[config.mk]
export PLATFORM = sky130hd
export DESIGN_NAME = imm_frame_scheduler_flat
export DESIGN_NICKNAME = d
export VERILOG_FILES = /design/src/rtl/imm_frame_scheduler_if.sv /design/src/rtl/imm_frame_scheduler.sv /design/src/flat_wrapper.sv
export SDC_FILE = /design/constraint.sdc
export NUM_CORES = 1
export LEC_CHECK = 0
export BUFFER_PORTS_ARGS = -buffer_cell sky130_fd_sc_hd__buf_4
export CORE_ASPECT_RATIO = 1.5
export CORE_MARGIN = 8
export CORE_UTILIZATION = 57
export DETAILED_ROUTE_END_ITERATION = 12
export MAX_ROUTING_LAYER = met4
export PLACE_DENSITY_LB_ADDON = 0.3
export SKIP_CTS_REPAIR_TIMING = 1
export SYNTH_ARGS = -nofsm -noshare
export SYNTH_HDL_FRONTEND = slang
export SYNTH_SLANG_ARGS = --single-unit
[constraint.sdc]
create_clock -name Clock -period 2.9 [get_ports Clock]
set_input_delay 0.58 -clock Clock [delete_from_list [all_inputs] [get_ports Clock]]
set_output_delay 0.58 -clock Clock [all_outputs]
set_load 0.01 [all_outputs]
[src/rtl/imm_frame_scheduler_if.sv]
// BRAM read port and IMM pixel handshake between the frame scheduler and its neighbours.
// The scheduler is the master: it drives addresses, read enable and pixel strobe, and
// receives the BRAM read data and the IMM ready.
interface imm_frame_scheduler_if #(
  parameter int ROW_W = 9,
  parameter int COL_W = 8,
  parameter int PIX_W = 12
) ();
  logic [ROW_W-1:0] row_sel;
  logic [COL_W-1:0] col_sel;
  logic             rd_en;
  logic [PIX_W-1:0] pixel_in;
  logic [PIX_W-1:0] pixel_out;
  logic [ROW_W-1:0] pix_row;
  logic [COL_W-1:0] pix_col;
  logic             strobe;
  logic             ready;

  modport master (
    output row_sel, col_sel, rd_en, pixel_out, pix_row, pix_col, strobe,
    input  pixel_in, ready
  );

  modport slave (
    input  row_sel, col_sel, rd_en, pixel_out, pix_row, pix_col, strobe,
    output pixel_in, ready
  );
endinterface

[src/rtl/imm_frame_scheduler.sv]
// Raster-scan frame transfer from the image BRAM into the image masking module.
// Each pixel takes ADDR (issue read) -> DATA (BRAM latency) -> HOLD (wait for ready),
// so an unthrottled frame moves one pixel every three cycles. All outputs are registered
// and change on the same edge as the state transition that defines them.
module imm_frame_scheduler #(
  parameter int ROW_W  = 9,
  parameter int COL_W  = 8,
  parameter int PIX_W  = 12,
  parameter int FCNT_W = 8
) (
  input  logic                  Clock,
  input  logic                  Reset_n,
  input  logic                  start,
  input  logic                  abort,
  input  logic [ROW_W-1:0]      cfg_rows,
  input  logic [COL_W-1:0]      cfg_cols,
  imm_frame_scheduler_if.master bus,
  output logic                  busy,
  output logic                  done,
  output logic [FCNT_W-1:0]     frame_count
);

  typedef enum logic [2:0] {IDLE, ADDR, DATA, HOLD, DONE} state_t;

  state_t           state, state_nxt;
  logic [ROW_W-1:0] row, row_nxt, last_row;
  logic [COL_W-1:0] col, col_nxt, last_col;
  logic             last_col_hit, last_pix;
  logic             rd_en_nxt, strobe_nxt, done_nxt, busy_nxt;
  logic             capture, launch;

  // The frame geometry is frozen at start, so mid-frame cfg changes cannot disturb the scan.
  assign last_col_hit = (col == last_col);
  assign last_pix     = last_col_hit && (row == last_row);

  // State register
  always_ff @(posedge Clock or negedge Reset_n) begin
    if (!Reset_n) state <= IDLE;
    else          state <= state_nxt;
  end

  // Next-state logic; abort overrides every transition out of a non-idle state
  always_comb begin
    state_nxt = state;
    case (state)
      IDLE:    if (start && !abort) state_nxt = ADDR;
      ADDR:    state_nxt = DATA;
      DATA:    state_nxt = HOLD;
      HOLD:    if (bus.ready) state_nxt = last_pix ? DONE : ADDR;
      DONE:    state_nxt = IDLE;
      default: state_nxt = IDLE;
    endcase
    if (abort && (state != IDLE)) state_nxt = IDLE;
  end

  // Next values for the scan counters and the registered outputs, derived from the transition
  always_comb begin
    row_nxt = row;
    col_nxt = col;
    if (state == IDLE) begin
      row_nxt = '0;
      col_nxt = '0;
    end else if ((state == HOLD) && bus.ready && !last_pix) begin
      if (last_col_hit) begin
        row_nxt = row + ROW_W'(1);
        col_nxt = '0;
      end else begin
        col_nxt = col + COL_W'(1);
      end
    end
    rd_en_nxt  = (state_nxt == ADDR);
    strobe_nxt = (state_nxt == HOLD);
    done_nxt   = (state_nxt == DONE);
    busy_nxt   = (state_nxt != IDLE);
    capture    = (state == DATA) && (state_nxt == HOLD);
    launch     = (state == IDLE) && (state_nxt == ADDR);
  end

  // Output and datapath registers; read data is captured on the edge leaving DATA
  always_ff @(posedge Clock or negedge Reset_n) begin
    if (!Reset_n) begin
      row           <= '0;
      col           <= '0;
      last_row      <= '0;
      last_col      <= '0;
      bus.row_sel   <= '0;
      bus.col_sel   <= '0;
      bus.rd_en     <= 1'b0;
      bus.pixel_out <= '0;
      bus.pix_row   <= '0;
      bus.pix_col   <= '0;
      bus.strobe    <= 1'b0;
      busy          <= 1'b0;
      done          <= 1'b0;
      frame_count   <= '0;
    end else begin
      row        <= row_nxt;
      col        <= col_nxt;
      bus.rd_en  <= rd_en_nxt;
      bus.strobe <= strobe_nxt;
      busy       <= busy_nxt;
      done       <= done_nxt;
      if (launch) begin
        last_row <= cfg_rows;
        last_col <= cfg_cols;
      end
      if (rd_en_nxt) begin
        bus.row_sel <= row_nxt;
        bus.col_sel <= col_nxt;
      end
      if (capture) begin
        bus.pixel_out <= bus.pixel_in;
        bus.pix_row   <= row;
        bus.pix_col   <= col;
      end
      if (done_nxt) frame_count <= frame_count + FCNT_W'(1);
    end
  end

endmodule
[src/flat_wrapper.sv]
// flat-port wrapper written by rule: the top's interface ports become plain ports
module imm_frame_scheduler_flat 
#(
  parameter int ROW_W  = 9,
  parameter int COL_W  = 8,
  parameter int PIX_W  = 12,
  parameter int FCNT_W = 8
)
  (Clock, Reset_n, start, abort, cfg_rows, cfg_cols, busy, done, frame_count, bus_row_sel, bus_col_sel, bus_rd_en, bus_pixel_out, bus_pix_row, bus_pix_col, bus_strobe, bus_pixel_in, bus_ready);
  imm_frame_scheduler_if #(.ROW_W(ROW_W), .COL_W(COL_W), .PIX_W(PIX_W)) bus_i ();
  input  logic Clock;
  input  logic Reset_n;
  input  logic start;
  input  logic abort;
  input  logic [ROW_W-1:0] cfg_rows;
  input  logic [COL_W-1:0] cfg_cols;
  output logic busy;
  output logic done;
  output logic [FCNT_W-1:0] frame_count;
  output wire logic [$bits(bus_i.row_sel)-1:0] bus_row_sel;
  output wire logic [$bits(bus_i.col_sel)-1:0] bus_col_sel;
  output wire logic [$bits(bus_i.rd_en)-1:0] bus_rd_en;
  output wire logic [$bits(bus_i.pixel_out)-1:0] bus_pixel_out;
  output wire logic [$bits(bus_i.pix_row)-1:0] bus_pix_row;
  output wire logic [$bits(bus_i.pix_col)-1:0] bus_pix_col;
  output wire logic [$bits(bus_i.strobe)-1:0] bus_strobe;
  input wire logic [$bits(bus_i.pixel_in)-1:0] bus_pixel_in;
  input wire logic [$bits(bus_i.ready)-1:0] bus_ready;
  assign bus_row_sel = bus_i.row_sel;
  assign bus_col_sel = bus_i.col_sel;
  assign bus_rd_en = bus_i.rd_en;
  assign bus_pixel_out = bus_i.pixel_out;
  assign bus_pix_row = bus_i.pix_row;
  assign bus_pix_col = bus_i.pix_col;
  assign bus_strobe = bus_i.strobe;
  assign bus_i.pixel_in = bus_pixel_in;
  assign bus_i.ready = bus_ready;
  imm_frame_scheduler #(.ROW_W(ROW_W), .COL_W(COL_W), .PIX_W(PIX_W), .FCNT_W(FCNT_W)) u_core (.Clock(Clock), .Reset_n(Reset_n), .start(start), .abort(abort), .cfg_rows(cfg_rows), .cfg_cols(cfg_cols), .bus(bus_i), .busy(busy), .done(done), .frame_count(frame_count));
endmodule
==> impl_metrics.yaml, run 1 <==
status:
  outcome: "completed"
synthesis:
  synth_compound_area_share_pct: 5.282
  yosysTopAreaCell: "dfrtp_1"
  ys_seq_elements: 95
  async_flop_share_pct: 100.0
  synth-xor-area-share_pct: 6.925
  synthTopCellsByCount: "dfrtp_1, mux2_2, nand2_1, nor2_1, nand3_1"
  synth.avg_cell_area_um2: 12.47
  synth_top_family_by_area: "multiplexers"
  synthMuxAreaShare_pct: 14.47
  synth_edf_count: 0
  yosys.area_share.simple_pct: 13.67
  syn_nets: 379
  yosysMostFrequentCell: "dfrtp_1"
  synth_cells: 342
  yosysSeqAreaShare_pct: 55.75
  yosysUniqueCellTypes: 49
  syn_area_um2: 4264
  synthAdderAreaFrac_pct: 0.8803
  synth_ff_type: "dfrtp_1"
  synth_top_area_share_pct: 55.75
  ys_warn_count: 0
  yosys-top-cells-area: "dfrtp_1, mux2_2, xnor2_1"
routing:
  wl_met2_um: 5095
  drt_iter0_markers: 153
  routed_via_density: 5.460
  wl_per_cell_um: 17.40
  wl_met3_um: 520
  top_layer: "met4"
  drcViolationCount: 0
  wl_um: 9342
  drt_first_pass_iters: 5
  ant_nets: 0
  vias: 2932
  wl_met1_um: 3570
timing:
  finalSetupTns_ns: 0
  hold_viol: 0
  rsz0062_at_grt: "false"
  report.final.slew_viol_count: 0
  finalCriticalPeriod_ns: 2.378
  fmaxAchievable_ghz: 0.4206
  finClkSkew_ns: 0.004167
  slew_headroom_pct: 60.74
  setup_violations: 0
  worst_slack_ns: 0.5223
  worst_pin_slew_ns: 0.5889
  post-route-period-util_pct: 81.99
worst_setup_path:
  cp_max_fo: 8
  cp.required_ns: 3.15
  rr_endpoint: "u_core.bus.col_sel[2]"
  regToRegStartpoint: "u_core.col[5]"
  reg2reg_depth: 6
  cp-start-kind: "register"
  crit_arrival_ns: 2.63
  end_kind: "register"
  r2r_setup_slack_ns: 0.52
  path_class: "register to register"
power:
  p_per_area_nw_per_um2: 534.3
  p_total_mw: 2.782
  p_leak_nw: 2.513
  peakVddDrop_mv: 0.4423
grt:
  grt_pass1_vias: 3134
  grt_max_degree: 50
  grt-ovfl-total: 0
  grt_pass1_wl_um: 15300
  antenna_found_initial: 0
  grt.total_usage_pct: 19.40
cts:
  htree_levels: 3
  root_buffer: "clkbuf_8"
  clock_path_buffers: 2
  clkTransAtPathRegs_ns: 0.08
  tritoncts: "done"
  cts_made_buffers: 9
  clock-sinks: 95
  insertion_delay_ns: 0.36
placed_design:
  io_buffer_count: 91
  place_ws_ns: 0.5651
  place_congestion: 0.9198
  hpwl_um: 7043
hold_path:
  hp-class: "primary input to async pin"
final_layout:
  final_nets: 471
  seq_area_um2: 2377
  multi_input_area_um2: 1760
  layout-drive-gt1-share_pct: 40.73
  antennaDiodeCount: 0
  area_growth_pct: 22.12
  nFillCells: 533
  final_util_pct: 72.06
floorplanning:
  design.core.area_um2: 7227
  fp-row-count: 38
  dieWidth_um: 86.62
  pin_count: 92
  initial_core_util_pct: 59.00
  dieArea_um2: 10560
  die_h_um: 121.9
job:
  drv_cap: 0
[cells in the final DEF (no fill, tap or decap), types with 3 or more instances in the layout]
master,n
a21oi_1,5
and2_1,3
and3_1,5
buf_4,98
clkbuf_8,11
dfrtp_1,95
ha_1,3
inv_1,5
mux2_2,49
mux2_4,3
nand2_1,23
nand2b_1,3
nand3_1,17
nand4_1,3
nor2_1,17
nor3_1,6
nor4_1,7
nor4_4,3
o21ai_0,13
xnor2_1,16
xor2_1,14
[logic make-up after synthesis]
| logic type | Yosys count |
|---|---|
| flip-flops | 95 |
| AND/OR/NAND/NOR | 99 |
| AO/OA/AOI/OAI | 35 |
| buffers and inverters | 24 |
| XOR/XNOR | 32 |
| multiplexers | 54 |
| adder cells (fa/ha/maj) | 3 |
[stage by stage]
| step | area (um2) | hold slack, ns | cells |
|---|---|---|---|
| 6_report | 5207 | 0.2150 | 537 |
| 4_1_cts | 5207 | 0.2243 | 537 |
| 3_5_place_dp | 5044 | 0.4758 | 523 |
| 2_1_floorplan | 4264 | 0.2844 | 342 |
| 3_3_place_gp | 5044 | 0.4581 | 523 |
| 5_1_grt | 5207 | 0.2437 | 537 |
[registers in the layout, summed over array words and instances (netlist names)]
signal,flops
u_core.bus.pix_col,8
u_core.row,9
u_core.bus.row_sel,9
u_core.last_col,8
u_core.state,3
u_core.col,8
u_core.last_row,9
u_core.busy,1
u_core.frame_count,8
u_core.bus.col_sel,8
u_core.done,1
u_core.bus.strobe,1
u_core.bus.pix_row,9
u_core.bus.pixel_out,12
u_core.bus.rd_en,1
[routing by layer]
| metal | up-vias | track usage (%) |
|---|---|---|
| met5 | - | - |
| li1 | 1384 | - |
| met2 | 101 | 32.90 |
| met4 | 0 | 8.225 |
| met3 | 14 | 5.529 |
| met1 | 1433 | 20.58 |
[critical path: stages (launching register included)]
cell and delay (ns):
dfrtp_1 0.44, xor2_1 0.16, nor4_1 0.43, and2_1 0.40
a41o_1 0.43, inv_4 0.10, mux2_4 0.31
[power by group]
| group | switching [mW] | internal [mW] |
|---|---|---|
| Sequential | 0.0869 | 1.45 |
| Combinational | 0.210 | 0.265 |
| Clock | 0.421 | 0.349 |
| Total | 0.717 | 2.06 |
[area by class of cell]
class	instances	share of cell area [%]
clock buffer	13	3.051
clock inverter	1	0.09611
inverter	6	0.4805
multi-input combinational	223	33.81
sequential	95	45.65
tap	100	2.403
timing repair buffer	99	14.51
[worst max path at each step]
stage / slack, ns / cells past startpoint / from / end
global route: 0.41 / 7 / u_core.col[7] / u_core.bus.row_sel[2]
finish: 0.52 / 6 / u_core.col[5] / u_core.bus.col_sel[2]
CTS: 0.50 / 6 / u_core.col[7] / u_core.bus.col_sel[2]
floorplan: 0.90 / 6 / abort / u_core.bus.pixel_out[10]
detailed placement: 0.57 / 6 / u_core.col[5] / u_core.bus.col_sel[2]
global placement: 0.62 / 6 / u_core.col[7] / u_core.bus.col_sel[0]
No activity file was read; power rests on OpenSTA's default activity.
==> run 2: changes to the inputs <==
--- a/config.mk
+++ b/config.mk
@@ -8,7 +8,7 @@
 export BUFFER_PORTS_ARGS = -buffer_cell sky130_fd_sc_hd__buf_4
 export CORE_ASPECT_RATIO = 1.5
 export CORE_MARGIN = 8
-export CORE_UTILIZATION = 57
+export CORE_UTILIZATION = 54
 export DETAILED_ROUTE_END_ITERATION = 12
 export MAX_ROUTING_LAYER = met4
 export PLACE_DENSITY_LB_ADDON = 0.3
==> constraint.sdc (replaced) <==
create_clock -name Clock -period 2.3 [get_ports Clock]
set_input_delay 0.46 -clock Clock [delete_from_list [all_inputs] [get_ports Clock]]
set_output_delay 0.46 -clock Clock [all_outputs]
set_load 0.01 [all_outputs]
==> impl_metrics.yaml, run 2 (synthesis gave the netlist of run 1 again) <==
status:
  outcome: "completed"
grt:
  grt-ovfl-total: 0
  grt_max_degree: 50
  grt_pass1_vias: 3388
  antenna_found_initial: 0
  grt.total_usage_pct: 20.23
  grt_pass1_wl_um: 16580
power:
  swShare_pct: 24.03
  p_leak_nw: 2.691
  pwr-share-seq_pct: 46.5
  comb_power_share_pct: 15.1
  power_frac_clock_pct: 38.4
  peakVddDrop_mv: 0.8126
  p_total_mw: 4.162
  p_int_mw: 3.162
  p_per_area_nw_per_um2: 749.0
  switchingPower_mw: 1.000
timing:
  post-route-period-util_pct: 91.92
  setup_violations: 0
  fmaxAchievable_ghz: 0.4730
  worst_pin_slew_ns: 0.4474
  holdWs_ns: 0.2994
  slew_headroom_pct: 69.94
  finClkSkew_ns: 0.006049
  report.final.slew_viol_count: 0
  hold_viol: 0
  finalCriticalPeriod_ns: 2.114
  rsz0062_at_grt: "false"
  finalSetupTns_ns: 0
cts:
  cts_made_buffers: 9
  insertion_delay_ns: 0.35
  htree_levels: 3
  clkTransAtPathRegs_ns: 0.06
  root_buffer: "clkbuf_16"
  tritoncts: "done"
  clock_path_buffers: 2
  clock-sinks: 95
worst_setup_path:
  end_kind: "register"
  path_class: "register to register"
  cp_max_fo: 10
  cp-start-kind: "register"
  cp.required_ns: 2.56
  crit_arrival_ns: 2.38
final_layout:
  mostFrequentLayoutCell: "buf_4"
  top_register: "u_core.bus.pixel_out"
  area_growth_pct: 30.31
  antennaDiodeCount: 0
  final_nets: 491
  final_util_pct: 72.53
  layout-drive-gt1-share_pct: 44.01
  final_cell_mix: "buf_4, dfrtp_1, mux2_2"
  postLayoutCellArea_um2: 5557
  largest_reg_flops: 12
placed_design:
  place_area_um2: 5194
  io_buffer_count: 91
  hpwl_um: 7537
  place_congestion: 0.9290
floorplanning:
  design.core.area_um2: 7661
  pin_count: 92
  initial_core_util_pct: 55.66
  die_h_um: 124.8
  dieArea_um2: 11050
  fp-row-count: 39
  dieWidth_um: 88.56
routing:
  wl_um: 10170
  vias: 3079
  drt_first_pass_iters: 4
  drt_iter0_markers: 114
  wl_per_cell_um: 18.13
  drcViolationCount: 0
  ant_nets: 0
  routed_via_density: 5.488
job:
  drv_cap: 0
hold_path:
  hp-class: "primary input to register"
## run 2: path summary, 6_finish.rpt
kind	from	to	slack [ns]	depth (start not counted)
setup / recovery	u_core.col[7]	u_core.frame_count[7]	0.19	6
max in group asynchronous	Reset_n	u_core.bus.pixel_out[8]	1.15	3
hold / removal	abort	u_core.state[1]	0.30	2
setup reg to reg	u_core.col[7]	u_core.frame_count[7]	0.19	6
min in group asynchronous	Reset_n	u_core.bus.col_sel[0]	0.49	2
hold reg to reg	u_core.bus.col_sel[5]	u_core.bus.col_sel[5]	0.49	2
## run 2: critical path, cell delays in order, from the launching register on
cell and delay (ns):
dfrtp_1 0.43, xor2_1 0.17, nor4_2 0.34, and2_1 0.32, nand4_4 0.25, nor4_4 0.34
xor2_1 0.18
## run 2: area by class of cell
class	count	area, um2
sequential	95	2377
tap	102	127.6
timing repair buffer	119	920.9
inverter	6	25.02
multi-input combinational	223	1782
fill	548	2105
clock buffer	11	242.7
clock inverter	5	81.33
## run 2: power groups by stage
stage               Combinational, mW  Clock (mW)  Sequential (mW)
global placement                0.612           0             1.96
detailed placement              0.629           0             1.97
CTS                             0.631        1.63             1.94
global route                    0.681        1.68             1.96
floorplan                       0.308           0             1.98
finish                          0.629        1.60             1.94
## run 2: routing by layer
layer  vias up  GRT usage [%]  share of wire, %
met5         -              -                 0
met4         0          9.910               2.9
met3        21          4.095               4.3
met2        78          34.22                54
met1      1550          21.51                38
li1       1430              -                 -
## run 2: metrics by stage
step / worst slack [ns] / cells
floorplan: 0.3317 / 342
global placement: 0.1351 / 543
detailed placement: 0.06857 / 543
CTS: 0.03553 / 559
global route: 0.02418 / 561
finish: 0.1857 / 561
